==> src/rtl/mac_ctrl.sv <==
// mac_ctrl: job sequencer for the 16-lane 8-bit dot-product MAC.
// Accepts a job of `len` 128-bit chunk pairs, streams them into the MAC at up
// to one per cycle, accumulates the returned sums with sticky saturation and
// presents the accumulator plus a shifted, clamped 8-bit pixel on a
// valid/ready result port.
module mac_ctrl #(
    parameter int ACC_W   = 32,
    parameter int CNT_W   = 8,
    parameter int MAC_LAT = 2
) (
    input  logic             clk,
    input  logic             rst_n,
    input  logic             start,
    input  logic [CNT_W-1:0] len,
    input  logic [4:0]       shift,
    output logic             busy,
    input  logic             chunk_valid,
    output logic             chunk_ready,
    input  logic [127:0]     pixels_in,
    input  logic [127:0]     weights_in,
    output logic [127:0]     mac_pixels,
    output logic [127:0]     mac_weights,
    input  logic [19:0]      mac_sum,
    output logic             res_valid,
    input  logic             res_ready,
    output logic [ACC_W-1:0] res_acc,
    output logic [7:0]       res_pix
);

    typedef enum logic [1:0] {
        IDLE  = 2'd0,
        RUN   = 2'd1,
        DRAIN = 2'd2,
        DONE  = 2'd3
    } state_t;

    // All delay-line stages except the output stage; once these are clear
    // the sum leaving the line this cycle is the last one in flight.
    localparam logic [MAC_LAT-1:0] PIPE_LOW = {MAC_LAT{1'b1}} >> 1;

    state_t             state_reg;
    logic [CNT_W-1:0]   len_reg;
    logic [CNT_W-1:0]   issued_reg;
    logic [4:0]         shift_reg;
    logic               busy_reg;
    logic               chunk_ready_reg;
    logic               res_valid_reg;
    logic [ACC_W-1:0]   acc_reg;
    logic [127:0]       mac_pixels_reg;
    logic [127:0]       mac_weights_reg;
    logic [MAC_LAT-1:0] vld_pipe_reg;
    logic [MAC_LAT-1:0] vld_pipe_next;

    logic               accept;
    logic               last_accept;
    logic               pipe_out;
    logic               pipe_drained;
    logic [ACC_W:0]     acc_sum;
    logic [ACC_W-1:0]   acc_shifted;

    // A chunk moves only in RUN while the controller still wants one.
    assign accept      = (state_reg == RUN) && chunk_valid && chunk_ready_reg;
    assign last_accept = accept && (issued_reg == (len_reg - CNT_W'(1)));

    // Valid delay line: stage 0 records this cycle's accept, the others shift.
    assign vld_pipe_next[0] = accept;
    genvar gi;
    generate
        for (gi = 1; gi < MAC_LAT; gi++) begin : g_vld_pipe
            assign vld_pipe_next[gi] = vld_pipe_reg[gi-1];
        end
    endgenerate

    assign pipe_out     = vld_pipe_reg[MAC_LAT-1];
    assign pipe_drained = (vld_pipe_reg & PIPE_LOW) == '0;

    // One extra bit catches the carry so overflow clamps instead of wrapping.
    assign acc_sum = {1'b0, acc_reg} + {{(ACC_W-19){1'b0}}, mac_sum};

    // Job sequencing: state, latched job parameters and registered handshakes.
    always_ff @(posedge clk or negedge rst_n) begin
        if (!rst_n) begin
            state_reg       <= IDLE;
            len_reg         <= '0;
            issued_reg      <= '0;
            shift_reg       <= '0;
            busy_reg        <= 1'b0;
            chunk_ready_reg <= 1'b0;
            res_valid_reg   <= 1'b0;
        end else begin
            case (state_reg)
                IDLE: begin
                    if (start) begin
                        shift_reg <= shift;
                        busy_reg  <= 1'b1;
                        if (len != '0) begin
                            len_reg         <= len;
                            issued_reg      <= '0;
                            chunk_ready_reg <= 1'b1;
                            state_reg       <= RUN;
                        end else begin
                            // Nothing to compute: the cleared accumulator is the result.
                            res_valid_reg <= 1'b1;
                            state_reg     <= DONE;
                        end
                    end
                end
                RUN: begin
                    if (accept) begin
                        issued_reg <= issued_reg + CNT_W'(1);
                        if (last_accept) begin
                            chunk_ready_reg <= 1'b0;
                            state_reg       <= DRAIN;
                        end
                    end
                end
                DRAIN: begin
                    // Leave on the same edge that folds in the final sum.
                    if (pipe_drained) begin
                        res_valid_reg <= 1'b1;
                        state_reg     <= DONE;
                    end
                end
                DONE: begin
                    if (res_ready) begin
                        res_valid_reg <= 1'b0;
                        busy_reg      <= 1'b0;
                        state_reg     <= IDLE;
                    end
                end
                default: begin
                    state_reg <= IDLE;
                end
            endcase
        end
    end

    // Operand registers toward the MAC; they hold between accepts.
    always_ff @(posedge clk or negedge rst_n) begin
        if (!rst_n) begin
            mac_pixels_reg  <= '0;
            mac_weights_reg <= '0;
        end else if (accept) begin
            mac_pixels_reg  <= pixels_in;
            mac_weights_reg <= weights_in;
        end
    end

    // Valid delay line tracking which MAC outputs belong to accepted chunks.
    always_ff @(posedge clk or negedge rst_n) begin
        if (!rst_n) begin
            vld_pipe_reg <= '0;
        end else begin
            vld_pipe_reg <= vld_pipe_next;
        end
    end

    // Accumulator: cleared on job start, adds each valid MAC sum, sticks at max.
    always_ff @(posedge clk or negedge rst_n) begin
        if (!rst_n) begin
            acc_reg <= '0;
        end else if ((state_reg == IDLE) && start) begin
            acc_reg <= '0;
        end else if (pipe_out) begin
            acc_reg <= acc_sum[ACC_W] ? {ACC_W{1'b1}} : acc_sum[ACC_W-1:0];
        end
    end

    // Output pixel: shifted accumulator clamped to 8 bits.
    assign acc_shifted = acc_reg >> shift_reg;
    assign res_pix     = (acc_shifted > ACC_W'(255)) ? 8'hFF : acc_shifted[7:0];

    assign busy        = busy_reg;
    assign chunk_ready = chunk_ready_reg;
    assign res_valid   = res_valid_reg;
    assign res_acc     = acc_reg;
    assign mac_pixels  = mac_pixels_reg;
    assign mac_weights = mac_weights_reg;

endmodule
==> config.mk <==
export PLATFORM = sky130hd
export DESIGN_NAME = mac_ctrl
export DESIGN_NICKNAME = d
export VERILOG_FILES = /design/src/rtl/mac_ctrl.sv
export SDC_FILE = /design/constraint.sdc
export NUM_CORES = 1
export LEC_CHECK = 0
export CAP_MARGIN = 20
export CORE_AREA = 3 3 228 230
export DETAILED_ROUTE_END_ITERATION = 6
export DIE_AREA = 0 0 231 233
export GPL_TIMING_DRIVEN = 0
export PLACE_DENSITY = 0.6
export SLEW_MARGIN = 20
export SYNTH_ARGS = -nofsm -noshare
export SYNTH_HDL_FRONTEND = slang
export SYNTH_SLANG_ARGS = --single-unit
==> constraint.sdc <==
create_clock -name clk -period 2.5 [get_ports clk]
set_clock_uncertainty 0.05 [all_clocks]
set_input_delay 0.25 -clock clk [delete_from_list [all_inputs] [get_ports clk]]
set_output_delay 0.25 -clock clk [all_outputs]
set_load 0.02 [all_outputs]
==> impl_results.md, run 1 <==
- Layout Nets: ~2700
- # IOs: 593
- Lkg Pwr: about 11 nW
- Non-Filler Instances: slightly above 3000
- PD cells: around 1300 nW/um^2
- RePlAce Congestion: 0.910
- Syn Area/Cell: slightly below 9 um^2
- Die Area: 53800 um^2
- First-pass GRT wire length: about 94000 um
- Die Ht: 233 um
- Final Max Tran Viols: 0
- Maximum VDD drop: around 0.0008 V
- Vias in the first global route: approximately 15000
- Final Hold Viols: 0
- Final Critical Period: roughly 3400 ps
- Initial Util: 0.298
- Fmax: between 0.2 and 0.3 GHz
- FF-to-FF Start: res_acc[10]
- Post-synth ARST share: 1.00
- Layout cell share with drive strength beyond 1: 0.133
- Synth Register Bits: between 300 and 400
- Post-place setup slack: -1120 ps
- Top Metal Used: met4
- Metal2 WL: approximately 33000 um
- Clock Latency Late Sink: around 550 ps
- Sink Count: approximately 320
- H-tree depth: 2
- DR WL/cell: slightly above 20 um
- Synthesized area: ~15000 um^2
- Placed Cells: about 3000
- Initial antenna violation count: 13
- Post-synth top flop: dfrtp_1
- Power Total: roughly 33 mW
- Num CTS Buffers: 39
- Critical Path AT: 3080 ps
- Min-delay src: pixels_in[28]
- Crit path capture type: output pin
- GR Util All Layers: 0.230
- Synthesized Nets: 2039
- Gate Count Post-Synth: 1717
- Largest net degree at the start of global routing: between 90 and 100
- Max Root-Sink Buffers: 3
- Endpoints failing setup: 35
- Worst Hold Class: in2reg
- Post-synthesis cell type count: between 70 and 80
- Leading cell types in the layout, fill and taps excluded: nand2_1, clkdlybuf4s50_1, dfrtp_1
- Unrepaired setup endpoints after global routing: yes
- CP peak stage delay: slightly below 500 ps
- P&R area growth vs syn: 64.3%
- CP required: ~2200 ps
- Commonest non-fill, non-tap cell in the layout: nand2_1
- First-pass DRT Iterations: 5
- Worst-margin pin slew: roughly 1000 ps
- Critical path's slowest cell: mux4_2
- Failing checks: negative setup slack
- CP Launch Type: flip-flop
- CTS tree: yes
- Seq/Total Area, Yosys: 0.530
- Outcome: finished, violations left
- Slew headroom: 0.334
- Fin Setup TNS: -11210 ps
- # rows: 82
- Met1 Routed Length: approximately 25000 um
- DRT Wirelength: between 60000 and 70000 um
- Post-synth EDFFs: 0
- Final worst-path cycle share: 1.35
- Utilization after layout: 0.490
- WS Path Type: reg2out
- DP HPWL: just under 50000 um
- Vias: 14919
- Port buffer count: 592
- Final WS setup: -882 ps
- Cell Chain, Critical Path: buf_6 -> bufbuf_16 -> mux2i_4 -> mux2i_2 -> inv_1 -> mux4_2 -> nand4_1 -> nor3_1 -> and4b_1 -> buf_6 -> a22oi_2 -> buf_6
- DRC Markers: 0
- Max cap viols: 0
- Grt ovf: 0
- Core area: 50100 um^2
- CP max FO: 8
- Crit path from: shift_reg[0]
- Critical Path Most Common Cell: buf_6
- Placed instance area: roughly 22000 um^2
- Hold Worst Slack: around 180 ps
- Antenna Nets Post-Route: 0
- Filler cells: 4758
- Clock transition at the registers of the reported paths: 60 ps
- Post-route cell area: around 25000 um^2
- DIE WIDTH: about 230 um
- Syn. warnings: 0
- Met3 Wirelength: approximately 4800 um
- CTS root buf: clkbuf_16
- Initial drt markers: between 800 and 900
- Drt via density: around 4.8
[area by class of cell]
| class | count | area, um^2 | share of cell area |
|---|---|---|---|
| antenna | 11 | 27.5 | 0.00112 |
| buffer | 90 | 500 | 0.0204 |
| inverter | 25 | 93.8 | 0.00383 |
| tap | 672 | 841 | 0.0343 |
| clock buffer | 55 | 1100 | 0.0447 |
| timing repair buffer | 644 | 6510 | 0.266 |
| clock inverter | 14 | 189 | 0.00770 |
| sequential | 316 | 7930 | 0.323 |
| multi-input combinational | 1285 | 7340 | 0.299 |
[final timing paths]
check                              endpoint  slack (ps)  cells past startpoint
max                              res_pix[0]        -880                     12
min in group asynchronous    mac_pixels[60]         250                      2
max in group asynchronous  mac_weights[103]        1160                      3
max reg2reg                     res_acc[31]        -370                      9
min                          mac_pixels[28]         180                      3
min reg2reg                 mac_weights[23]         420                      2
[synthesized netlist by cell type, types with 12 or more instances]
library cell | count | area share
nand2_1 | 842 | 0.21
a21oi_1 | 47 | 0.016
xor2_1 | 14 | 0.0082
mux2i_1 | 45 | 0.030
ha_1 | 27 | 0.023
clkbuf_1 | 70 | 0.018
nand3_1 | 12 | 0.0040
a31oi_1 | 19 | 0.0080
o21ai_0 | 53 | 0.018
mux2_2 | 15 | 0.011
nor2_1 | 40 | 0.010
inv_1 | 23 | 0.0058
dfrtp_1 | 316 | 0.53
xnor2_1 | 19 | 0.011
[kinds of logic (layout without fill, tap and decap cells)]
group                      Yosys count  count (layout)  share of synthesized area
AOI/OAI and AO/OA                  198             198                     0.0872
muxes                               67              67                     0.0520
other                                0              11                          0
and+or+nand+nor                    959             959                      0.255
xor gates and xnor gates            33              33                     0.0194
DFF                                316             316                      0.530
buffers and inverters              116             828                     0.0332
adders and majority gates           28              28                     0.0240
[power by group]
group	internal (mW)	switching [mW]
Sequential	7.37	1.60
Combinational	7.89	9.94
Clock	3.48	2.33
[routing by layer]
metal | GRT usage | vias up
met5 | 0 | -
met3 | 0.0693 | 94
met1 | 0.269 | 7367
met4 | 0.0781 | 0
met2 | 0.401 | 492
li1 | - | 6966
[worst max-delay path: cells and delay by family, from the launching register on]
kind / cells / cell delay, ps
mux: 3 / 900
buf+inv: 5 / 770
flops: 1 / 370
simple gates: 3 / 330
compound gates: 1 / 170
[timing repair]
item                       in CTS  in global routing
setup buffers                  24                 21
setup endpoints to repair     308                134
gates resized for setup       155                 93
cloned                          3                  0
pin swaps                      35                 32
hold endpoints to repair       78                  0
hold buffers                    1                  0
No activity file was read; power rests on OpenSTA's default activity.
==> inputs of run 2 (changes only) <==
--- a/config.mk
+++ b/config.mk
@@ -10,7 +10,7 @@
 export DETAILED_ROUTE_END_ITERATION = 6
 export DIE_AREA = 0 0 231 233
 export GPL_TIMING_DRIVEN = 0
-export PLACE_DENSITY = 0.6
+export PLACE_DENSITY_LB_ADDON = 0.3
 export SLEW_MARGIN = 20
 export SYNTH_ARGS = -nofsm -noshare
 export SYNTH_HDL_FRONTEND = slang
==> run 2 against run 1 <==
Sequential power about the same. Clock power grew 1%. Cell area barely moved. Flip-flop and latch count unchanged. Sequential share of layout area barely moved. Register-to-register slack gained 80 ps. Global-route usage shrank 0.65 points. Wire length down 2.5%. Count of clock-buffer cells in the layout is 4 higher. Die area did not move. Critical path depth is 3 lower. The run still ends with negative setup slack left. Core utilization barely moved.
==> impl_results.md, run 2 (synthesis results as in run 1) <==
- Global route hottest layer: met2
- Antenna Nets Post-Route: 0 (unchanged)
- First-pass GRT wire length: 92200 um (-2.3%)
- Critical Path AT: 3110 ps (+30 ps)
- Vias in the first global route: 15037 (-1.0%)
- DRT Wirelength: 62700 um (-2.5%)
- PD cells: 1330 nW/um^2 (+0.31%)
- Initial Util: 0.298 (unchanged)
- # IOs: 593 (unchanged)
- CP peak stage delay: 570 ps (+80 ps)
- Worst reg2reg path endpoint: res_acc[31]
- First-pass DRT Iterations: 5 (unchanged)
- Max Root-Sink Buffers: 3 (unchanged)
- Final Critical Period: 3410 ps (+28.7 ps)
- CTS tree: yes
- Num CTS Buffers: 39 (unchanged)
- Clock Latency Late Sink: 550 ps (about the same)
- Clock Power Share: 0.180 (+0.002)
- Layout cell share with drive strength beyond 1: 0.124 (-0.00865)
- WS Path Type: reg2out
- Worst-margin pin slew: 1020 ps (+21.5 ps)
- Sequential cell fraction of total power: 0.275 (about the same)
- Flop-to-flop setup slack: -290 ps (+80 ps)
- Met3 usage: 0.0670 (-0.00233)
- Outcome: finished, violations left
- H-tree depth: 2 (unchanged)
- Sink Count: 316 (unchanged)
- DIE WIDTH: 231 um (unchanged)
- Critical path's slowest cell: mux4_2
- RePlAce Congestion: 0.919 (+1.0%)
- Leading cell types in the layout, fill and taps excluded: nand2_1, clkdlybuf4s50_1, dfrtp_1
- CP Launch Type: flip-flop
- Final Max Tran Viols: 0 (unchanged)
- Core area: 50100 um^2 (unchanged)
- GR Util met1: 0.261 (-0.00779)
- Power Total: 32.7 mW (+0.22%)
- DR WL/cell: 20.2 um (-2.1%)
- DP HPWL: 48100 um (-2.0%)
- Worst Hold Class: in2async
- Slew headroom: 0.319 (-0.0143)
- Final worst-path cycle share: 1.36 (+0.0115)
- DRC Markers: 0 (unchanged)
- GR Util All Layers: 0.223 (-0.00647)
- Final WS setup: -911 ps (-28.7 ps)
- Lkg Pwr: 11.3 nW (about the same)
- FF-to-FF Start: res_acc[0]
- Internal power: 18.8 mW (+0.44%)
- Sw Share: 0.424 (-0.00125)
- CP max FO: 9 (+1)
- Die Ht: 233 um (unchanged)
- P&R area growth vs syn: 64.1% (about the same)
- Logic pwr share: 0.545 (-0.002)
- Final Hold Viols: 0 (unchanged)
- Die Area: 53800 um^2 (unchanged)
- Fmax: 0.293 GHz (-0.84%)
- Reg2reg path depth: 9 (unchanged)
- CP required: 2200 ps (about the same)
- Largest net degree at the start of global routing: 77 (-20%)
- Cell Chain, Critical Path: mux4_2 -> mux2_4 -> a311oi_2 -> o2111ai_2 -> o32ai_2 -> and4b_1 -> buf_6 -> a22oi_2 -> buf_4
- Layout Nets: 2714 (-0.33%)
- Initial antenna violation count: 7 (-6)
- Clock transition at the registers of the reported paths: 60 ps (about the same)
- Initial drt markers: 874 (+5.4%)
- Vias: 14714 (-1.4%)
- NetSw: 13.9 mW (about the same)
- Endpoints failing setup: 34 (-2.9%)
- Drt via density: 4.75 (-0.96%)
- # rows: 82 (unchanged)
- Port buffer count: 592 (unchanged)
- GR met2 Demand/Resource: 0.397 (-0.00466)
- Commonest non-fill, non-tap cell in the layout: nand2_1
- Crit path capture type: output pin
- Unrepaired setup endpoints after global routing: yes
- CTS root buf: clkbuf_16
- Failing checks: negative setup slack
- Maximum VDD drop: 0.000738 V (-5.0%)
- Grt ovf: 0 (unchanged)
- Utilization after layout: 0.489 (about the same)
- Max cap viols: 0 (unchanged)
==> run 2: cell count changes in the layout (fill, tap and decap cells not counted), sizes merged <==
| cell | previous run | this run |
|---|---|---|
| buf | 78 | 69 |
| clkbuf | 125 | 130 |
| diode | 11 | 6 |
| inv | 28 | 24 |
| bufbuf | 2 | 1 |
| clkinvlp | 0 | 1 |
==> run 2: how the worst max path moves through the flow <==
stage / from / endpoint / cells past startpoint
floorplan: shift_reg[0] / res_pix[5] / 11
global placement: rst_n / res_acc[0] / 1
detailed placement: shift_reg[0] / res_pix[6] / 12
CTS: shift_reg[0] / res_pix[3] / 13
global route: shift_reg[0] / res_pix[3] / 13
finish: res_acc[22] / res_pix[3] / 9
==> run 2: timing repair <==
item                                    4_1_cts  5_1_grt
endpoints found under the setup margin      308       55
endpoints found under the hold margin       245        0
hold buffers                                  1        0
gates resized for setup                     142       89
cloned                                        2        1
pin swaps                                    32       35
buffers inserted                             17       18
==> run 2: through the flow <==
| stage | instances | setup TNS, ps | hold WS, ps | instance area (um^2) | setup slack [ps] |
|---|---|---|---|---|---|
| CTS | 3074 | -13470 | 78.6 | 23800 | -952 |
| floorplan | 1717 | -149 | -95.6 | 15100 | -19.6 |
| global route | 3098 | -15380 | 129 | 24500 | -1020 |
| global placement | 2981 | -4309370 | 361 | 21900 | -14410 |
| detailed placement | 2985 | -178360 | 98.7 | 22000 | -1000 |
| finish | 3099 | -12390 | 123 | 24500 | -911 |
==> run 2: routing by layer <==
layer  share of wire  wire length, um
met5         0.00021               13
met2            0.51            32100
met3           0.072             4550
met1            0.39            24400
met4           0.026             1650
==> run 2: final cells by class <==
type	instances	area, um^2
diodes	6	15.0
repair buffers	635	6450
plain buffers	90	504
flip-flops and latches	316	7920
fillers	4743	25600
clock buffers	59	1140
multi-input cells	1285	7340
well taps	672	841
inverters	25	93.8
clock inverters	11	188
==> run 2: power by group through the flow <==
stage / Clock, mW / Sequential (mW) / Combinational (mW)
3_5_place_dp: 0 / 8.96 / 16.3
3_3_place_gp: 0 / 8.93 / 16.2
6_report: 5.87 / 9.00 / 17.8
4_1_cts: 6.05 / 8.97 / 17.0
5_1_grt: 6.21 / 9.27 / 19.2
2_1_floorplan: 0 / 11.2 / 6.29
==> run 2: worst max-delay path: cells and delay by family (launching register included) <==
kind	cells	cell delay, ps
multiplexers	2	870
AO/OA/AOI/OAI	4	640
flip-flops	1	500
buffers and inverters	2	320
AND/OR/NAND/NOR	1	240
==> inputs of run 3 (changes only) <==
--- a/config.mk
+++ b/config.mk
@@ -7,6 +7,7 @@
 export LEC_CHECK = 0
 export CAP_MARGIN = 20
 export CORE_AREA = 3 3 228 230
+export CTS_CLUSTER_DIAMETER = 40
 export DETAILED_ROUTE_END_ITERATION = 6
 export DIE_AREA = 0 0 231 233
 export GPL_TIMING_DRIVEN = 0
==> run 3 against run 2 <==
The run still ends with negative setup slack left. Total power is 5.2% higher. Maximum frequency fell by 0.58%. Clock power is 32% higher. Flip-flop and latch count is the same. Highest routed layer unchanged.
==> impl_results.md, run 3 (synthesis results as in run 1) <==
- CTS root buf: clkbuf_16
- Clock transition at the registers of the reported paths: 60 ps (about the same)
- Num CTS Buffers: 55 (+41%)
- Cell Chain, Critical Path: mux4_2 -> mux2_4 -> a311oi_2 -> o2111ai_2 -> o32ai_2 -> and4b_1 -> buf_6 -> a22oi_2 -> buf_4
- Die Area: 53800 um^2 (unchanged)
- Grt ovf: 0 (unchanged)
- DR WL/cell: 20.2 um (-0.25%)
- Max cap viols: 0 (unchanged)
- Largest net degree at the start of global routing: 77 (unchanged)
- P&R area growth vs syn: 67.5%
- PD cells: 1370 nW/um^2 (+3.0%)
- DP HPWL: 48100 um (unchanged)
- Vias: 14824 (+0.75%)
- Final Hold Viols: 0 (unchanged)
- Final Max Tran Viols: 0 (unchanged)
- Reg2reg path depth: 9 (unchanged)
- Unrepaired setup endpoints after global routing: yes
- Outcome: finished, violations left
- Crit path capture type: output pin
- Port buffer count: 592 (unchanged)
- Max Root-Sink Buffers: 3 (unchanged)
- Clock Latency Late Sink: 570 ps (+20 ps)
- Final Critical Period: 3430 ps (+20.0 ps)
- Layout cell share with drive strength beyond 1: 0.135 (+0.0114)
- Endpoints failing setup: 40 (+18%)
- Utilization after layout: 0.500 (+0.0102)
- Fmax: 0.292 GHz (-0.58%)
- GR Util All Layers: 0.226 (+0.00314)
- Post-route cell area: 25000 um^2 (+2.1%)
- # rows: 82 (unchanged)
- CP peak stage delay: 570 ps (about the same)
- Worst Hold Class: in2async
- Slew headroom: 0.332 (+0.0123)
- Initial Util: 0.298 (unchanged)
- # IOs: 593 (unchanged)
- Initial drt markers: 838 (-4.1%)
- First-pass GRT wire length: 93300 um (+1.3%)
- CP max FO: 9 (unchanged)
- Final worst-path cycle share: 1.37 (+0.00799)
- CTS tree: yes
- CP Launch Type: flip-flop
- Die Ht: 233 um (unchanged)
- Failing checks: negative setup slack
- Drt via density: 4.73 (-0.47%)
- Worst-margin pin slew: 1000 ps (-18.4 ps)
- Vias in the first global route: 15332 (+2.0%)
- Crit path max-delay family: multiplexers
- DRC Markers: 0 (unchanged)
- Core area: 50100 um^2 (unchanged)
- Leading cell types in the layout, fill and taps excluded: nand2_1, clkdlybuf4s50_1, dfrtp_1
- Layout Nets: 2731 (+0.63%)
- DRT Wirelength: 63300 um (+0.97%)
- Initial antenna violation count: 13 (+6)
- Commonest non-fill, non-tap cell in the layout: nand2_1
- CP Depth: 9 (unchanged)
- CP required: 2200 ps (about the same)
- H-tree depth: 2 (unchanged)
- WS Path Type: reg2out
- DIE WIDTH: 231 um (unchanged)
- RePlAce Congestion: 0.919 (unchanged)
- Critical path buffer and inverter count: 2 (unchanged)
- Post-place setup slack: -1000 ps (unchanged)
- Critical path's slowest cell: mux4_2
- Critical Path AT: 3130 ps (+20 ps)
- Maximum VDD drop: 0.000774 V (+4.8%)
- Placed instance area: 22000 um^2 (unchanged)
- Lkg Pwr: 11.5 nW (+2.2%)
- Final WS setup: -931 ps (-20.0 ps)
- Sink Count: 316 (unchanged)
- Antenna Nets Post-Route: 0 (unchanged)
- First-pass DRT Iterations: 5 (unchanged)
==> run 3: layout make-up <==
type / instances / area [um^2]
Fill cell: 4695 / 25100
Sequential cell: 316 / 7920
Multi-Input combinational cell: 1285 / 7260
Timing Repair Buffer: 637 / 6470
Clock buffer: 72 / 1540
Tap cell: 672 / 841
Buffer: 89 / 484
Clock inverter: 29 / 367
Inverter: 25 / 93.8
Antenna cell: 12 / 30.0
==> run 3: routing by layer <==
metal | part of all wire | vias to the layer above | global-route usage
li1 | - | 7023 | -
met1 | 0.39 | 7178 | 0.262
met2 | 0.51 | 514 | 0.393
met3 | 0.078 | 107 | 0.0744
met4 | 0.030 | 2 | 0.0777
met5 | 0.00021 | - | 0
==> run 3: final timing paths <==
kind,from,end,slack [ps]
max,res_acc[22],res_pix[3],-930
min,rst_n,mac_pixels[103],80
max reg2reg,res_acc[0],res_acc[31],-280
min reg2reg,vld_pipe_reg[0],vld_pipe_reg[1],370
max in group asynchronous,rst_n,mac_weights[31],1210
min in group clk,pixels_in[115],mac_pixels[115],130
==> run 3: report_power, final <==
| part | internal [mW] | switching [mW] |
|---|---|---|
| clock network | 5.05 | 2.69 |
| logic | 7.78 | 9.84 |
| registers | 7.37 | 1.65 |
| total | 20.2 | 14.2 |
==> run 3: per-stage QoR <==
step | power (mW) | hold WS [ps] | TNS, ps | std cells
2_1_floorplan | 17.5 | -95.6 | -149 | 1717
4_1_cts | 33.8 | 29.2 | -13050 | 3106
6_report | 34.4 | 78.5 | -12510 | 3137
5_1_grt | 36.4 | 72.4 | -15490 | 3136
3_5_place_dp | 25.3 | 98.7 | -178360 | 2985
3_3_place_gp | 25.1 | 361 | -4309370 | 2981
==> run 3: what timing repair did <==
item,CTS,global route
buffers inserted,17,23
cloned,3,0
hold endpoints to repair,245,0
pin swaps,28,28
hold buffers,1,0
gates resized for setup,135,94
setup endpoints to repair,307,60
